==> config.mk <==
export PLATFORM = sky130hd
export DESIGN_NAME = mips_reg_write_arbiter
export DESIGN_NICKNAME = d
export VERILOG_FILES = /design/src/rtl/mips_reg_write_arbiter.sv
export SDC_FILE = /design/constraint.sdc
export NUM_CORES = 1
export LEC_CHECK = 0
export CAP_MARGIN = 20
export CORE_MARGIN = 8
export CORE_UTILIZATION = 49
export DETAILED_ROUTE_END_ITERATION = 16
export HOLD_SLACK_MARGIN = 0.1
export MAX_ROUTING_LAYER = met4
export PLACE_DENSITY_LB_ADDON = 0.3
export SYNTH_ARGS = -nofsm -noshare
export SYNTH_HDL_FRONTEND = slang
export SYNTH_SLANG_ARGS = --single-unit
export TNS_END_PERCENT = 100
==> constraint.sdc <==
create_clock -name clk -period 1.75 [get_ports clk]
set_input_delay 0.175 -clock clk [delete_from_list [all_inputs] [get_ports clk]]
set_output_delay 0.175 -clock clk [all_outputs]
set_load 0.01 [all_outputs]
==> src/rtl/mips_reg_write_arbiter.sv <==
// Two-slot writeback arbiter in front of the MIPS register file write port.
// Optional macro REGARB_ZERO_FILTER_EN drops writes to register 0 at the slot.
module mips_reg_write_arbiter (
  input  logic        clk,
  input  logic        rst_n,
  input  logic        a_valid,
  output logic        a_ready,
  input  logic [4:0]  a_reg,
  input  logic [31:0] a_data,
  input  logic        b_valid,
  output logic        b_ready,
  input  logic [4:0]  b_reg,
  input  logic [31:0] b_data,
  output logic        signal_reg_write,
  output logic [4:0]  write_reg,
  output logic [31:0] write_data,
  output logic [31:0] pending_mask
);

  typedef struct packed {
    logic        full;
    logic [4:0]  rd;
    logic [31:0] data;
  } slot_t;

  slot_t a_q, a_d, b_q, b_d;
  logic  a_old_q, a_old_d;   // set: A is the older slot when both are full
  logic  gnt_a, gnt_b, xfer_a, xfer_b, keep_a, keep_b, fill_a, fill_b;

  assign gnt_a   = a_q.full && (!b_q.full || a_old_q);
  assign gnt_b   = b_q.full && (!a_q.full || !a_old_q);
  assign a_ready = !a_q.full || gnt_a;
  assign b_ready = !b_q.full || gnt_b;
  assign xfer_a  = a_valid && a_ready;
  assign xfer_b  = b_valid && b_ready;

`ifdef REGARB_ZERO_FILTER_EN
  assign keep_a = (a_reg != 5'd0);
  assign keep_b = (b_reg != 5'd0);
`else
  assign keep_a = 1'b1;
  assign keep_b = 1'b1;
`endif

  assign fill_a = xfer_a && keep_a;
  assign fill_b = xfer_b && keep_b;

  always_comb begin
    a_d     = a_q;
    b_d     = b_q;
    a_old_d = a_old_q;
    if (gnt_a) a_d.full = 1'b0;
    if (gnt_b) b_d.full = 1'b0;
    if (xfer_a) a_d = '{full: keep_a, rd: a_reg, data: a_data};
    if (xfer_b) b_d = '{full: keep_b, rd: b_reg, data: b_data};
    // A newly filled slot is younger than whatever stays queued; a tie goes to A.
    if (fill_a && fill_b) a_old_d = 1'b1;
    else if (fill_a)      a_old_d = 1'b0;
    else if (fill_b)      a_old_d = 1'b1;
  end

  always_ff @(posedge clk or negedge rst_n) begin
    if (!rst_n) begin
      a_q     <= '0;
      b_q     <= '0;
      a_old_q <= 1'b0;
    end else begin
      a_q     <= a_d;
      b_q     <= b_d;
      a_old_q <= a_old_d;
    end
  end

  always_comb begin
    signal_reg_write = 1'b0;
    write_reg        = 5'd0;
    write_data       = 32'd0;
    if (gnt_a) begin
      signal_reg_write = 1'b1;
      write_reg        = a_q.rd;
      write_data       = a_q.data;
    end else if (gnt_b) begin
      signal_reg_write = 1'b1;
      write_reg        = b_q.rd;
      write_data       = b_q.data;
    end
  end

  always_comb begin
    pending_mask = 32'd0;
    if (a_q.full) pending_mask[a_q.rd] = 1'b1;
    if (b_q.full) pending_mask[b_q.rd] = 1'b1;
  end

endmodule

==> metrics <==
per-instance average area after synthesis 9.56 um2; number of hold violations in the final report 0; number of buffers created by CTS 9; clock network latency to the later pin of the worst-skew pair 360 ps; fraction of the yosys area taken by sequential cells 0.368; Maximum Capacitance Violations 0; met3 wire len 1660 um; cells on worst reg2reg path 6; Startpoint Class flip-flop; Detailed Routing Iterations Pass 1 5; power per cell area 863 nW/um2; final routed wire length divided by cell count 21.7 um; share of the clock period used by the worst path 1.06; via count 5,369; antenna violations before repair 2; maximum number of pins on one net before global-route repair 77; depth of the worst hold-timing path 3; largest driver fanout on the critical path 8; count of distinct cell types in the synthesized netlist 24; number of synthesized register bits 77; Cells after Synth 547; critical path endpoint category output port; Site Rows 37; result of the run finished with violations; HPWL after detailed placement 11,300 um; global placer's final weighted congestion 0.820; actual slew at the worst max-slew pin 458 ps; die width 119 um; final-report setup violation count 53; class of the most critical setup path flip-flop to output port; fraction of final layout cells sized beyond drive strength 1 0.375; Post-Place Setup Slack -207 ps; Leakage Power 0.00312 uW; sinks on the clock net 77; standard cell area after detailed placement 6960 um2; RSZ-0062 raised after global routing true; minimum setup slack among reg-to-reg paths 100 ps; cell area after synthesis 5230 um2; post-detailed-route via-to-cell ratio 6.33; number of buffers on the longest clock path 2; Final WS setup -107 ps; Net Count, Synth 625; Worst VDD drop 440 uV; endpoint arrival time on the critical path 1680 ps; synthesis-to-finish area growth 44.3%; die outline height 119 um; launching point of the worst reg2reg path a_q[37]$_DFFE_PN0P_; met2 routed wirelength 9030 um; startpoint of the most critical hold path a_valid; Total Wirelength 18,400 um; via count of the first global-routing pass 5,647; H-tree depth 3; clock tree from TritonCTS yes; sink of the worst hold path a_q[31]$_DFFE_PN0P_; final critical delay including setup and external delays 1860 ps; wire length of the first global-routing pass 28,800 um; class of the most critical hold timing path input pin to flip-flop; max_slew headroom 0.695; uppermost signal routing layer after detailed routing met4; number of remaining DRC errors 0; overall fraction of global-route tracks in use 0.251; CORE AREA 10,300 um2; capturing point of the worst reg2reg path b_q[0]$_DFFE_PN0P_; buffer cell driving the clock tree root sky130_fd_sc_hd__clkbuf_8; routed length on met1 7320 um; Port Buf Inserts 149; Clk pin slew, worst setup/hold paths 90 ps; total congestion overflow 0; top cells by area in the synthesized netlist sky130_fd_sc_hd__dfrtp_1 (37%), sky130_fd_sc_hd__o211ai_2 (12%), sky130_fd_sc_hd__nand2b_1 (9.1%); top achievable clock speed 539 MHz; share of Yosys cell area claimed by the top area cell type 0.368; Clock Skew 13.9 ps; net total in the final layout 783; CP required 1570 ps; number of I/O pins 150; DRC marker count from the first detailed-route iteration 486; number of warning messages in the yosys log 0; summed area of non-filler cells in the final layout 7550 um2; antenna-violating nets left 0; violated checks negative setup slack; effective utilization at floorplan 0.507; cell accounting for the most synthesized area sky130_fd_sc_hd__dfrtp_1; area of the die 14,200 um2; final-report max-slew violation count 0
==> area by class of cell <==
type	count	area, um2
fillers	747	2780
diodes	2	5.00
multi-input cells	397	3150
clock buffers	9	124
flip-flops and latches	77	1940
repair buffers	217	2040
inverters	3	11.3
well taps	136	170
clock inverters	7	103
==> report_power, final <==
| group | switching (uW) | total [uW] | internal [uW] |
|---|---|---|---|
| Combinational | 1270 | 2590 | 1320 |
| Clock | 740 | 1560 | 824 |
| Sequential | 289 | 2360 | 2070 |
==> per-layer routing <==
metal / vias up / global-route usage
met4: 0 / 0.0890
met5: - / -
met1: 2622 / 0.299
li1: 2411 / -
met3: 42 / 0.0576
met2: 294 / 0.410
==> cells in the final DEF (no fill, tap or decap), drive strengths merged, types with 4 or more instances in the layout <==
| cell type | count |
|---|---|
| buf | 129 |
| dfrtp | 77 |
| nand2b | 76 |
| nand2 | 75 |
| clkdlybuf4s50 | 74 |
| o211ai | 74 |
| nand4 | 37 |
| nand4b | 37 |
| a32o | 37 |
| o22ai | 32 |
| clkbuf | 11 |
| nand3b | 10 |
| clkdlybuf4s15 | 9 |
| or3b | 8 |
| inv | 7 |
| nand3 | 4 |
==> cells in the mapped netlist <==
| library cell | n |
|---|---|
| sky130_fd_sc_hd__buf_4 | 4 |
| sky130_fd_sc_hd__nand3b_1 | 10 |
| sky130_fd_sc_hd__a21boi_4 | 1 |
| sky130_fd_sc_hd__a22o_1 | 1 |
| sky130_fd_sc_hd__nand4b_1 | 37 |
| sky130_fd_sc_hd__and3_1 | 1 |
| sky130_fd_sc_hd__inv_2 | 2 |
| sky130_fd_sc_hd__buf_6 | 11 |
| sky130_fd_sc_hd__o22ai_1 | 32 |
| sky130_fd_sc_hd__or3_1 | 2 |
| sky130_fd_sc_hd__a32o_1 | 37 |
| sky130_fd_sc_hd__nand3_1 | 4 |
| sky130_fd_sc_hd__nand4_1 | 37 |
| sky130_fd_sc_hd__and3b_1 | 1 |
| sky130_fd_sc_hd__o211ai_1 | 25 |
| sky130_fd_sc_hd__inv_1 | 1 |
| sky130_fd_sc_hd__nand2b_1 | 76 |
| sky130_fd_sc_hd__or3b_1 | 8 |
| sky130_fd_sc_hd__clkbuf_1 | 38 |
| sky130_fd_sc_hd__buf_2 | 17 |
| sky130_fd_sc_hd__or2_1 | 1 |
| sky130_fd_sc_hd__nand2_1 | 75 |
| sky130_fd_sc_hd__o211ai_2 | 49 |
| sky130_fd_sc_hd__dfrtp_1 | 77 |
==> stage by stage <==
stage	cells	hold slack (ps)	TNS, ps	total power, uW	util
after global placement	809	142	-3430	4660	0.674
after floorplan	547	-121	0	3610	-
final	848	253	-2480	6520	0.731
after CTS	839	242	-3390	6370	0.712
after detailed placement	809	156	-5700	4730	0.674
after global routing	848	283	-5730	6830	0.731
==> worst max path at each step <==
| stage | from | endpoint | slack, ps | cells past startpoint |
|---|---|---|---|---|
| global placement | a_q[37]$_DFFE_PN0P_ | pending_mask[16] | -120 | 3 |
| floorplan | a_q[35]$_DFFE_PN0P_ | pending_mask[4] | 360 | 3 |
| global route | a_q[35]$_DFFE_PN0P_ | pending_mask[20] | -140 | 5 |
| finish | a_q[37]$_DFFE_PN0P_ | pending_mask[20] | -110 | 3 |
| detailed placement | a_q[32]$_DFFE_PN0P_ | pending_mask[18] | -210 | 4 |
| CTS | a_q[37]$_DFFE_PN0P_ | signal_reg_write | -110 | 4 |
==> critical path, cell delays in order (launching register included) <==
cell and delay [ps]:
sky130_fd_sc_hd__dfrtp_4 470, sky130_fd_sc_hd__or3b_4 490, sky130_fd_sc_hd__o22ai_2 210, sky130_fd_sc_hd__buf_2 160
==> what timing repair did <==
| item | in CTS | in global routing |
|---|---|---|
| hold buffers | 1 | 0 |
| resized for setup | 294 | 77 |
| pin swaps | 12 | 22 |
| endpoints found under the hold margin | 32 | 0 |
| setup buffers | 10 | 6 |
| gates cloned | 3 | 2 |
| endpoints found under the setup margin | 96 | 80 |
==> cells by family (layout without fill, tap and decap cells) <==
group                  after synthesis  after routing  synth area share
and+or+nand+nor                    252            252             0.289
AOI/OAI and AO/OA                  145            145             0.267
DFF                                 77             77             0.368
buffers and inverters               73            236            0.0751
other                                0              2                 0
==> flip-flops by register name (all words and copies together) (netlist names) <==
signal	count
a_q	38
a_old_q	1
b_q	38
(Power assumes the default switching activity.)
